[config.mk]
export PLATFORM = sky130hd
export DESIGN_NAME = multicycle_control
export DESIGN_NICKNAME = d
export VERILOG_FILES = /design/src/rtl/multicycle_control.sv
export SDC_FILE = /design/constraint.sdc
export NUM_CORES = 1
export LEC_CHECK = 0
export ABC_AREA = 1
export CORE_ASPECT_RATIO = 1.25
export CORE_MARGIN = 2
export CORE_UTILIZATION = 30
export CTS_BUF_LIST = sky130_fd_sc_hd__clkbuf_8
export CTS_CLUSTER_DIAMETER = 100
export CTS_CLUSTER_SIZE = 40
export DETAILED_ROUTE_END_ITERATION = 8
export PLACE_DENSITY_LB_ADDON = 0.1
export SLEW_MARGIN = 40
export SYNTH_ARGS = -nofsm -noshare
export SYNTH_HDL_FRONTEND = slang
export SYNTH_SLANG_ARGS = --single-unit
[constraint.sdc]
create_clock -name clk -period 4 [get_ports clk]
set_clock_uncertainty 0.2 [all_clocks]
set_input_delay 1 -clock clk [delete_from_list [all_inputs] [get_ports clk]]
set_output_delay 1 -clock clk [all_outputs]
set_load 0.05 [all_outputs]
[src/rtl/multicycle_control.sv]
// multicycle_control: Moore FSM sequencing fetch/decode/execute/memory/writeback with ALU decode and retire counter
module multicycle_control (
   input  logic        clk,
   input  logic        reset,
   input  logic [6:0]  opcode,
   input  logic [2:0]  funct3,
   input  logic        funct7b5,
   input  logic        zero,
   output logic        PCWrite,
   output logic        IorD,
   output logic        MemRead,
   output logic        MemWrite,
   output logic        IRWrite,
   output logic        MemtoReg,
   output logic        RegWrite,
   output logic        ALUSrcA,
   output logic [1:0]  ALUSrcB,
   output logic [3:0]  ALUControl,
   output logic        PCSource,
   output logic        instr_done,
   output logic [31:0] retired,
   output logic [3:0]  state
);
   typedef enum logic [3:0] {
      FETCH = 4'd0, DECODE = 4'd1, MEMADR = 4'd2, MEMRD = 4'd3, MEMWB = 4'd4, MEMWR = 4'd5,
      EXEC_R = 4'd6, EXEC_I = 4'd7, ALUWB = 4'd8, BEQ = 4'd9, PCINC = 4'd10
   } state_t;
   localparam logic [6:0] OP_LW = 7'b0000011, OP_SW = 7'b0100011, OP_R = 7'b0110011,
                          OP_I = 7'b0010011, OP_BEQ = 7'b1100011;
   localparam logic [3:0] ALU_AND = 4'b0000, ALU_OR = 4'b0001, ALU_ADD = 4'b0010, ALU_SUB = 4'b0110;
   state_t cur, nxt;
   logic pc_w, ir_w, reg_w, mem_w, done, pc4;
   logic [3:0] alu_i, alu_r;
   assign alu_i = funct3 == 3'b111 ? ALU_AND : funct3 == 3'b110 ? ALU_OR : ALU_ADD;
   assign alu_r = (funct3 == 3'b000 && funct7b5) ? ALU_SUB : alu_i;
   // Write enables and the retire pulse are suppressed while reset is held
   assign PCWrite    = pc_w & ~reset;
   assign IRWrite    = ir_w & ~reset;
   assign RegWrite   = reg_w & ~reset;
   assign MemWrite   = mem_w & ~reset;
   assign instr_done = done & ~reset;
   assign state      = cur;
   // State register
   always_ff @(posedge clk) begin
      if (reset) cur <= FETCH;
      else cur <= nxt;
   end
   // Retired-instruction counter, wraps naturally at 32 bits
   always_ff @(posedge clk) begin
      if (reset) retired <= '0;
      else if (instr_done) retired <= retired + 32'd1;
   end
   // Next-state and control outputs; the PC+4 group closes every non-branch instruction
   always_comb begin
      nxt = FETCH;
      pc_w = 1'b0;
      ir_w = 1'b0;
      reg_w = 1'b0;
      mem_w = 1'b0;
      done = 1'b0;
      pc4 = 1'b0;
      IorD = 1'b0;
      MemRead = 1'b0;
      MemtoReg = 1'b0;
      ALUSrcA = 1'b0;
      ALUSrcB = 2'b00;
      ALUControl = ALU_ADD;
      PCSource = 1'b0;
      case (cur)
         FETCH: begin
            MemRead = 1'b1;
            ir_w = 1'b1;
            nxt = DECODE;
         end
         DECODE: begin
            ALUSrcB = 2'b10;
            nxt = (opcode == OP_LW || opcode == OP_SW) ? MEMADR :
                  opcode == OP_R ? EXEC_R : opcode == OP_I ? EXEC_I :
                  opcode == OP_BEQ ? BEQ : PCINC;
         end
         MEMADR: begin
            ALUSrcA = 1'b1;
            ALUSrcB = 2'b10;
            nxt = opcode == OP_LW ? MEMRD : MEMWR;
         end
         MEMRD: begin
            IorD = 1'b1;
            MemRead = 1'b1;
            nxt = MEMWB;
         end
         MEMWB: begin
            reg_w = 1'b1;
            MemtoReg = 1'b1;
            pc4 = 1'b1;
         end
         MEMWR: begin
            IorD = 1'b1;
            mem_w = 1'b1;
            pc4 = 1'b1;
         end
         EXEC_R: begin
            ALUSrcA = 1'b1;
            ALUControl = alu_r;
            nxt = ALUWB;
         end
         EXEC_I: begin
            ALUSrcA = 1'b1;
            ALUSrcB = 2'b10;
            ALUControl = alu_i;
            nxt = ALUWB;
         end
         ALUWB: begin
            reg_w = 1'b1;
            pc4 = 1'b1;
         end
         BEQ: begin
            ALUSrcA = 1'b1;
            ALUControl = ALU_SUB;
            PCSource = 1'b1;
            pc_w = zero;
            done = zero;
            nxt = zero ? FETCH : PCINC;
         end
         PCINC: pc4 = 1'b1;
         default: nxt = FETCH;
      endcase
      if (pc4) begin
         ALUSrcB = 2'b01;
         pc_w = 1'b1;
         done = 1'b1;
      end
   end
endmodule

==> out/qor_table.md, run 1 <==
| Quantity | Reported | Unit |
|---|---|---|
| Status | completed | - |
| Nets in the synthesized netlist | 376 | - |
| Post-CTS Hold Fix Bufs | 0 | - |
| Wire length reported by the detailed router | 6374 | µm |
| Via density | 4.714 | - |
| CTS tree | done | - |
| Die extent in x | 81.99 | µm |
| Data required, critical path | 2800 | ps |
| Element type at the critical path start | input pin | - |
| Clock latency reported for the late side of the worst-skew pair | 290 | ps |
| Instance area after placement | 0.003027 | mm² |
| Port Buffer Count | 64 | - |
| Number of pins with negative max-slew slack in the final report | 0 | - |
| Flops & latches, synth | 36 | - |
| Synthesized area per cell | 6.318 | µm² |
| Category of the worst setup path capture point | output port | - |
| Largest net degree at the start of global routing | 26 | - |
| GRT Residual Overflow | 0 | - |
| Sum of net half-perimeters after detailed placement | 4988 | µm |
| Initial Util | 0.3100 | - |
| Cell at the root of the clock tree | clkbuf_8 | - |
| Total core area | 0.007357 | mm² |
| Standard-cell rows | 35 | - |
| Cts bufs inserted | 5 | - |
| I/O Pins | 66 | - |
| Number of setup violations in the final report | 0 | - |
| # Max-Cap Violations | 0 | - |
| Smallest setup slack after layout | 451.0 | ps |
| Maximum level of the CTS H-tree | 2 | - |
| Power per cell area | 436.7 | mW/mm² |
| Antenna diode instance count | 0 | - |
| Sequential area share after synthesis | 0.3160 | - |
| Number of global-route vias before repair | 2,257 | - |
| Total negative slack for setup checks | 0 | ps |
| Resized Gates After CTS | 0 | - |
| CP dominant cell by count | clkdlybuf4s50_1 | - |
| Antenna violations before repair | 0 | - |
| Net count of the finished layout | 440 | - |
| Count of distinct cell types in the synthesized netlist | 35 | - |
| Iteration-0 DRC Markers | 73 | - |
| Number of DRC violations after detailed routing | 0 | - |
| Post-Synthesis Cell Area | 0.002281 | mm² |
| Post-Syn Instances | 361 | - |
| Tmin final | 3549 | ps |
| Leakage | 1.193 | nW |
| Max-Slew Margin vs Limit | 0.6415 | - |
| Number of antenna-violating nets in the routed design | 0 | - |
| Clock sink count | 36 | - |
| Worst-case clock buffer depth | 2 | - |
| Most common cell after layout, fill and taps aside | nand2_1 | - |
| Critical setup path kind | input pin to output port | - |
| Number of fill cells in the layout | 799 | - |
| Setup repair after global routing missed its margin | no | - |
| Buffers inserted by post-CTS timing repair | 0 | - |
| Full die area | 0.008321 | mm² |
| Ordered cell list for the critical path | clkdlybuf4s50_1 > nand3_1 > clkdlybuf4s50_1 | - |
| Worst hold path class | flop to flop | - |
| First-pass GRT wire length | 10,360 | µm |
| Iteration count of the initial detailed-routing pass | 4 | - |
| Share of final-layout standard cells stronger than drive strength 1 | 0.1082 | - |
| Height of the chip | 101.5 | µm |
| Critical Path Slowest Stage Cell | clkdlybuf4s50_1 | - |
| Final hold violation count | 0 | - |
| Layout Area Growth over Synthesis | 36.09 | % |
| Wire length per cell | 12.33 | µm |
| Aggregate global-route resource usage | 0.1608 | - |
| Maximum clock frequency | 281.8 | MHz |
| Data arrival time of the worst path | 2350 | ps |
| Clock-pin slew on the worst setup and hold paths | 70 | ps |
| Delay-heaviest family, CP | buffers and inverters | - |
| Last weighted congestion value of the routability-driven placer | 0.8170 | - |
| Transition time at the pin with the least slew margin | 536.0 | ps |
| Worst path max stage delay | 820 | ps |
| Post-layout instance area | 0.003104 | mm² |
| Commonest non-fill, non-tap cells in the layout | nand2_1 (79), nor2_1 (69), clkdlybuf4s50_1 (57), inv_1 (49), dfxtp_1 (36) | - |
| Vias | 2,437 | - |
| Share of the clock period used by the worst path | 0.8873 | - |
| Number of warnings reported in the yosys synthesis log | 0 | - |
| Worst Path Max Fanout | 2 | - |
| Critical path buffer and inverter count | 2 | - |
| Worst vdd ir | 0.4127 | mV |
| Worst slack at placement | 454.8 | ps |
-- cell families after synthesis --
| family | synth area share |
|---|---|
| AO/OA/AOI/OAI | 0.08832 |
| adder cells (fa/ha/maj) | 0.005485 |
| AND/OR/NAND/NOR | 0.4509 |
| flip-flops | 0.3160 |
| XOR/XNOR | 0.01920 |
| buffers and inverters | 0.1185 |
| other | 0.001644 |
-- per-stage QoR --
| stage | utilization | hold WS (ps) | instances | power [mW] |
|---|---|---|---|---|
| 2_1_floorplan | - | 496.5 | 361 | 0.9147 |
| 3_3_place_gp | 0.4114 | 282.3 | 510 | 1.121 |
| 3_5_place_dp | 0.4114 | 279.8 | 510 | 1.120 |
| 4_1_cts | 0.4219 | 296.5 | 517 | 1.368 |
| 5_1_grt | 0.4219 | 318.9 | 517 | 1.429 |
| 6_report | 0.4219 | 291.3 | 517 | 1.356 |
-- cell usage after synthesis --
| library cell | n | area share |
|---|---|---|
| nand4_2 | 1 | 0.0055 |
| and2_4 | 1 | 0.0038 |
| nand3_1 | 30 | 0.066 |
| nor2_2 | 7 | 0.019 |
| nand3b_1 | 1 | 0.0033 |
| nor3_1 | 7 | 0.015 |
| o21bai_1 | 1 | 0.0033 |
| ha_1 | 1 | 0.0055 |
| a21oi_1 | 19 | 0.042 |
| conb_1 | 1 | 0.0016 |
| nor2_4 | 3 | 0.015 |
| nor3_2 | 3 | 0.013 |
| clkbuf_1 | 1 | 0.0016 |
| nand4_1 | 9 | 0.025 |
| o311ai_0 | 1 | 0.0038 |
| buf_1 | 1 | 0.0016 |
| nand2_4 | 1 | 0.0049 |
| nand3_2 | 1 | 0.0044 |
| nand2_1 | 79 | 0.13 |
| nor3b_2 | 2 | 0.011 |
| xnor2_1 | 2 | 0.0077 |
| a31oi_1 | 2 | 0.0055 |
| nor2_1 | 69 | 0.11 |
| dfxtp_1 | 36 | 0.32 |
| nand3_4 | 1 | 0.0077 |
| buf_4 | 4 | 0.013 |
| a21oi_2 | 2 | 0.0077 |
| buf_8 | 2 | 0.013 |
| buf_2 | 2 | 0.0044 |
| inv_1 | 48 | 0.079 |
| inv_2 | 2 | 0.0033 |
| nand2_2 | 5 | 0.014 |
| xor2_1 | 3 | 0.012 |
| o21ai_0 | 12 | 0.026 |
| clkinv_2 | 1 | 0.0022 |
-- state kept, by name, indices dropped and copies added, names as in the netlist --
name / count
retired: 32
state: 4
-- worst paths after layout --
kind         slack, ps  depth (start not counted)            end        from
max reg2reg       1980                          9    retired[19]    state[1]
min reg2reg        290                          1     retired[7]  retired[7]
max                450                          3  ALUControl[1]   funct3[2]
min                290                          1     retired[7]  retired[7]
-- routing by layer --
layer / vias to the layer above / part of all wire / track usage
met4: 0 / 0.028 / 0.06923
met2: 56 / 0.48 / 0.2745
met5: - / 0 / 0
met3: 13 / 0.036 / 0.03209
li1: 1268 / - / -
met1: 1100 / 0.45 / 0.1935
-- cell type report --
type	instances	area, µm²	area share
clock inverter	2	8.758	0.002821
inverter	51	192.7	0.06207
clock buffer	5	68.82	0.02217
multi-input combinational	264	1290	0.4156
timing repair buffer	67	708.2	0.2281
tap	92	115.1	0.03708
sequential	36	720.7	0.2322
-- report_power, final --
part	internal, mW	switching (mW)	total [mW]
logic	0.218	0.470	0.688
clock network	0.116	0.131	0.247
registers	0.382	0.0384	0.421
(Power assumes the default switching activity.)
==> run 2: changes to the inputs <==
- ABC_AREA: 1 -> unset
==> run 2 against run 1 <==
Against the previous run: maximum frequency down 0.12%; highest routed layer unchanged; critical path type unchanged; cell area is 7.2% lower; clock-buffer cell count rose by 1; cell count is 23% lower; synthesized cell count fell by 31%.
==> out/qor_table.md, run 2 <==
| Quantity | Reported | Unit | vs previous |
|---|---|---|---|
| Critical Path Sink | instr_done | - |  |
| Post-Synthesis Cell Area | 0.002026 | mm² | -11% |
| Largest net degree at the start of global routing | 29 | - | +12% |
| Critical R2R Launch | retired[4] | - |  |
| Startpoint of the most critical setup path | zero | - |  |
| Total negative slack for setup checks | 0 | ps | unchanged |
| Antenna diode instance count | 0 | - | unchanged |
| Wire length reported by the detailed router | 5451 | µm | -14% |
| Worst Path Max Fanout | 4 | - | +2 |
| Number of DRC violations after detailed routing | 0 | - | unchanged |
| Post-Route Utilization | 0.4389 | - | +0.01698 |
| Asr flop ratio synth | 0 | - | unchanged |
| Register name with the most flops | retired | - |  |
| Synthesized area per cell | 8.135 | µm² | +29% |
| Data arrival time of the worst path | 2350 | ps | about the same |
| Full die area | 0.007429 | mm² | -11% |
| Post-layout instance area | 0.002882 | mm² | -7.2% |
| Commonest non-fill, non-tap cells in the layout | clkdlybuf4s50_1 (57), dfxtp_1 (36), a21oi_1 (32), or4_1 (20), o31ai_1 (17) | - |  |
| Flops & latches, synth | 36 | - | unchanged |
| Clock sink count | 36 | - | unchanged |
| GRT Residual Overflow | 0 | - | unchanged |
| Maximum level of the CTS H-tree | 2 | - | unchanged |
| Cell type contributing the most total cell area after synthesis | dfxtp_1 | - |  |
| Number of setup violations in the final report | 0 | - | unchanged |
| Sum of net half-perimeters after detailed placement | 3772 | µm | -24% |
| Number of global-route vias before repair | 1,972 | - | -13% |
| # Max-Cap Violations | 0 | - | unchanged |
| I/O Pins | 66 | - | unchanged |
| Critical Path Slowest Stage Cell | clkdlybuf4s50_1 | - |  |
| Post-CTS Hold Fix Bufs | 0 | - | unchanged |
| Iteration count of the initial detailed-routing pass | 4 | - | unchanged |
| Register-to-register setup slack | 1680 | ps | -300 ps |
| Share of the clock period used by the worst path | 0.8884 | - | +0.001093 |
| Net count of the finished layout | 324 | - | -26% |
| Nets in the synthesized netlist | 264 | - | -30% |
| Total core area | 0.006565 | mm² | -11% |
| Cell at the root of the clock tree | clkbuf_8 | - |  |
| Most common cell after layout, fill and taps aside | clkdlybuf4s50_1 | - |  |
| Most numerous cell types in the synthesized netlist | dfxtp_1 (36), a21oi_1 (32), or4_1 (20) | - |  |
| Placed instance count | 389 | - | -24% |
| Leakage | 0.9149 | nW | -23% |
| Aggregate global-route resource usage | 0.1536 | - | -0.007291 |
| Setup repair after global routing missed its margin | no | - |  |
| Number of flip-flops in the largest register | 32 | - | unchanged |
| Final hold slack | 293.0 | ps | +1.708 ps |
| Number of warnings reported in the yosys synthesis log | 0 | - | unchanged |
| Number of synthesized flops with an enable pin | 0 | - | unchanged |
| Final hold violation count | 0 | - | unchanged |
| Via density | 5.275 | - | +12% |
| Status | completed | - |  |
| Layout Area Growth over Synthesis | 42.25 | % |  |
| Number of antenna-violating nets in the routed design | 0 | - | unchanged |
| Standard-cell rows | 33 | - | -5.7% |
| Worst vdd ir | 0.1463 | mV | -65% |
| First-pass GRT wire length | 9218 | µm | -11% |
| Instance area after placement | 0.002791 | mm² | -7.8% |
| Clock latency reported for the late side of the worst-skew pair | 290 | ps | about the same |
| Clock-pin slew on the worst setup and hold paths | 60 | ps | about the same |
| Element type at the critical path start | input pin | - |  |
| Post-route insts no fill | 397 | - | -23% |
| Maximum clock frequency | 281.4 | MHz | -0.12% |
| Worst path max stage delay | 480 | ps | -340 ps |
| Ordered cell list for the critical path | clkdlybuf4s50_1 > and4bb_2 > nor3_1 > nor2_1 > buf_12 | - |  |
| Category of the worst setup path capture point | output port | - |  |
| Height of the chip | 95.87 | µm | -5.5% |
| Worst-case clock buffer depth | 2 | - | unchanged |
| Last weighted congestion value of the routability-driven placer | 0.7454 | - | -8.8% |
| Antenna violations before repair | 0 | - | unchanged |
| Sequential area share after synthesis | 0.3558 | - | +0.03981 |
| Port Buffer Count | 64 | - | unchanged |
| Vias | 2,094 | - | -14% |
| Post-Syn Instances | 249 | - | -31% |
| Ys flop type | dfxtp_1 | - |  |
| Wire length per cell | 13.73 | µm | +11% |
| Buffers inserted by post-CTS timing repair | 0 | - | unchanged |
| Count of distinct cell types in the synthesized netlist | 42 | - | +20% |
| Power per cell area | 290.1 | mW/mm² | -34% |
| Max-Slew Margin vs Limit | 0.6439 | - | +0.002416 |
| Most numerous cell in the Yosys netlist | dfxtp_1 | - |  |
| Iteration-0 DRC Markers | 74 | - | +1.4% |
| Share of final-layout standard cells stronger than drive strength 1 | 0.09355 | - | -0.01469 |
| Number of pins with negative max-slew slack in the final report | 0 | - | unchanged |
| Data required, critical path | 2800 | ps | about the same |
| Worst r2r dst | retired[28] | - |  |
| CTS tree | done | - |  |
| Cts bufs inserted | 5 | - | unchanged |
| Initial Util | 0.3086 | - | -0.001477 |
| Cell depth of the worst flop-to-flop path | 5 | - | -4 |
| Number of fill cells in the layout | 656 | - | -18% |
| Footprint of the flip-flops and latches | 720.7 | µm² | unchanged |
| Footprint of the multi-input gates | 0.001190 | mm² | -7.8% |
| Transition time at the pin with the least slew margin | 532.4 | ps | -3.614 ps |
| Area fraction of the dominant cell type after synthesis | 0.3558 | - | +0.03981 |
| Critical setup path kind | input pin to output port | - |  |
| Most area-consuming cells after synthesis | dfxtp_1 (36%), a21oi_1 (7.9%), or4_1 (7.4%) | - |  |
| Tmin final | 3553 | ps | +4.374 ps |
| Die extent in x | 77.50 | µm | -5.5% |
| Worst hold path class | flop to flop | - |  |
| Resized Gates After CTS | 0 | - | unchanged |
[run 2: changes by cell type in the layout (fill, tap and decap cells not counted), moves of 6 or more]
| cell | previous run | this run |
|---|---|---|
| or3_1 | 0 | 14 |
| nand2_1 | 79 | 8 |
| nand3_1 | 30 | 11 |
| inv_1 | 49 | 7 |
| buf_4 | 5 | 11 |
| nor2_1 | 69 | 11 |
| a21oi_1 | 19 | 32 |
| nor2_2 | 7 | 0 |
| or4_1 | 0 | 20 |
| o31ai_1 | 0 | 17 |
[run 2: power by group]
| part | total, mW | switching (mW) | internal (mW) |
|---|---|---|---|
| logic | 0.195 | 0.117 | 0.0777 |
| registers | 0.377 | 0.0131 | 0.364 |
| clock network | 0.263 | 0.128 | 0.135 |
| total | 0.836 | 0.258 | 0.577 |
[run 2: worst min path at each step]
| stage | startpoint | endpoint | cells past startpoint |
|---|---|---|---|
| 6_report | retired[28] | retired[28] | 2 |
| 5_1_grt | retired[14] | retired[14] | 2 |
| 4_1_cts | retired[28] | retired[28] | 2 |
| 3_5_place_dp | retired[28] | retired[28] | 2 |
| 3_3_place_gp | retired[30] | retired[30] | 2 |
| 2_1_floorplan | retired[30] | retired[30] | 2 |
[run 2: layer usage]
metal  GRT usage  share of wire  up-vias
li1            -              -     1066
met1      0.1934           0.45      976
met2      0.2587           0.49       47
met3     0.04409          0.050        5
met4     0.04018          0.011        0
met5           0              0        -
[run 2: logic make-up after synthesis]
family,share of synthesized area
flops,0.3558
mux,0.01050
simple gates,0.3348
other cells,0.001851
fa+ha+maj,0.006176
xor+xnor,0.02595
buf+inv,0.05683
compound gates,0.2082
[run 2: metrics by stage]
| stage | power (mW) | setup slack (ps) |
|---|---|---|
| floorplan | 0.5050 | 73.86 |
| global placement | 0.5822 | 461.4 |
| detailed placement | 0.5812 | 438.7 |
| CTS | 0.8451 | 437.5 |
| global route | 0.8767 | 350.4 |
| finish | 0.8359 | 446.6 |
[run 2: cell type report]
cell class                      count  area share
Tap cell                           87     0.03778
Clock inverter                      2    0.002605
Multi-Input combinational cell    188      0.4129
Sequential cell                    36      0.2501
Inverter                            5    0.006513
Clock buffer                        6     0.02866
Timing Repair Buffer               73      0.2614
[run 2: worst max-delay path, delay by kind of cell]
| family | cells | cell delay (ps) |
|---|---|---|
| and+or+nand+nor | 3 | 680 |
| buffers and inverters | 2 | 670 |
==> patch: new RTL, settings of run 1 <==
Register the input `funct7b5` before use. The logic sees it one clock later. The other inputs are not delayed to match.
--- a/src/rtl/multicycle_control.sv
+++ b/src/rtl/multicycle_control.sv
@@ -28,11 +28,18 @@
    localparam logic [6:0] OP_LW = 7'b0000011, OP_SW = 7'b0100011, OP_R = 7'b0110011,
                           OP_I = 7'b0010011, OP_BEQ = 7'b1100011;
    localparam logic [3:0] ALU_AND = 4'b0000, ALU_OR = 4'b0001, ALU_ADD = 4'b0010, ALU_SUB = 4'b0110;
+
+   logic funct7b5_q;
+
+   always_ff @(posedge clk) begin
+      funct7b5_q <= funct7b5;
+   end
+
    state_t cur, nxt;
    logic pc_w, ir_w, reg_w, mem_w, done, pc4;
    logic [3:0] alu_i, alu_r;
    assign alu_i = funct3 == 3'b111 ? ALU_AND : funct3 == 3'b110 ? ALU_OR : ALU_ADD;
-   assign alu_r = (funct3 == 3'b000 && funct7b5) ? ALU_SUB : alu_i;
+   assign alu_r = (funct3 == 3'b000 && funct7b5_q) ? ALU_SUB : alu_i;
    // Write enables and the retire pulse are suppressed while reset is held
    assign PCWrite    = pc_w & ~reset;
    assign IRWrite    = ir_w & ~reset;
Behaviour: not the same (Yosys sat finds a counterexample within 4 cycles, from zero or initial values and one cycle with reset high).
==> patch against run 1 <==
First-iteration DRC count is 11% lower; final cell count up 0.39%; sequential cell count rose by 1; via count decreased by 2.2%; routed wire length barely moved; worst setup slack worse by 0.018 ns; power increased by 2.1%; synthesized area increased by 0.88%; hold slack gained 0.028 ns; clock power rose by 8.5%; final area increased by 1.2%; highest routed layer unchanged.
==> patch: results <==
group,metric,value,unit
run_status,run_status,"finished, final reports clean",
placed_design,hpwl,4950,um
worst_setup_path,arrival,2.37,ns
grt,grt_pass1_wl,10600,um
pwr,leakagePower,1.21,nW
route,routed_wirelength,6380,um
worst_setup_path,largest_stage_delay_on_the_critical_path,0.87,ns
pwr,peakVddDrop,332,uV
layout,instances_no_fill,519,
yosys,syn_nets,377,
route,detail_route.iter0.violations,65,
worst_setup_path,crit_fanout,6,
timing,worst_pin_slew,0.507,ns
placed_design,gp_congestion,0.861,
yosys,syn-mean-instance-area,6.36,um^2
layout,layout.nets,442,
pwr,switching_share,46.1,%
yosys,yosysSeqAreaShare,32.2,%
layout,layout.filler_cells,803,
placed_design,placedCellCount,512,
route,via_count,2384,
grt,global_route.usage.total,16.2,%
yosys,synth.top_cells.by_count,"79 x sky130_fd_sc_hd__nand2_1, 69 x sky130_fd_sc_hd__nor2_1, 48 x sky130_fd_sc_hd__inv_1",
worst_setup_path,worst_r2r_path_depth,8,
grt,first_global_vias,2271,
[patch: worst paths after layout]
kind	start	slack, ns	end
setup / recovery	state[1]	0.43	ALUSrcB[1]
hold / removal	retired[0]	0.32	retired[0]
setup reg to reg	state[0]	1.95	retired[19]
hold reg to reg	retired[0]	0.32	retired[0]
[patch: power groups by stage]
stage | sequential [W] | combinational, W | clock [W]
after floorplan | 0.000514 | 0.000412 | 0
after global placement | 0.000442 | 0.000687 | 0
after detailed placement | 0.000444 | 0.000683 | 0
after CTS | 0.000435 | 0.000685 | 0.000278
after global routing | 0.000441 | 0.000727 | 0.000291
final | 0.000436 | 0.000681 | 0.000268
[patch: per-layer routing]
layer	up-vias	global-route usage [%]	wire (um)
li1	1267	-	-
met4	0	5.00	86
met3	7	3.45	281
met5	-	0	0
met1	1058	20.6	2950
met2	52	27.2	3060
[patch: cells by family (layout without fill, tap and decap cells)]
family | count (synthesis) | count (layout) | share of synthesized area [%]
adders and majority gates | 1 | 1 | 0.544
DFF | 37 | 37 | 32.2
buffers and inverters | 61 | 126 | 11.7
and+or+nand+nor | 220 | 220 | 44.7
AOI/OAI and AO/OA | 37 | 37 | 8.76
xor gates and xnor gates | 5 | 5 | 1.90
other | 1 | 1 | 0.163
[patch: worst max-delay path, delay by kind of cell (launching register included)]
family,cells,cell delay (ns)
compound gates,1,0.11
flops,1,0.52
buf+inv,4,1.14
simple gates,2,0.30
[patch: area by class of cell]
| cell class | instances | area, um^2 | area share [%] |
|---|---|---|---|
| well taps | 92 | 115 | 3.67 |
| clock buffers | 6 | 82.6 | 2.63 |
| repair buffers | 68 | 716 | 22.8 |
| clock inverters | 1 | 3.75 | 0.120 |
| inverters | 51 | 193 | 6.14 |
| flip-flops and latches | 37 | 741 | 23.6 |
| multi-input cells | 264 | 1290 | 41.1 |
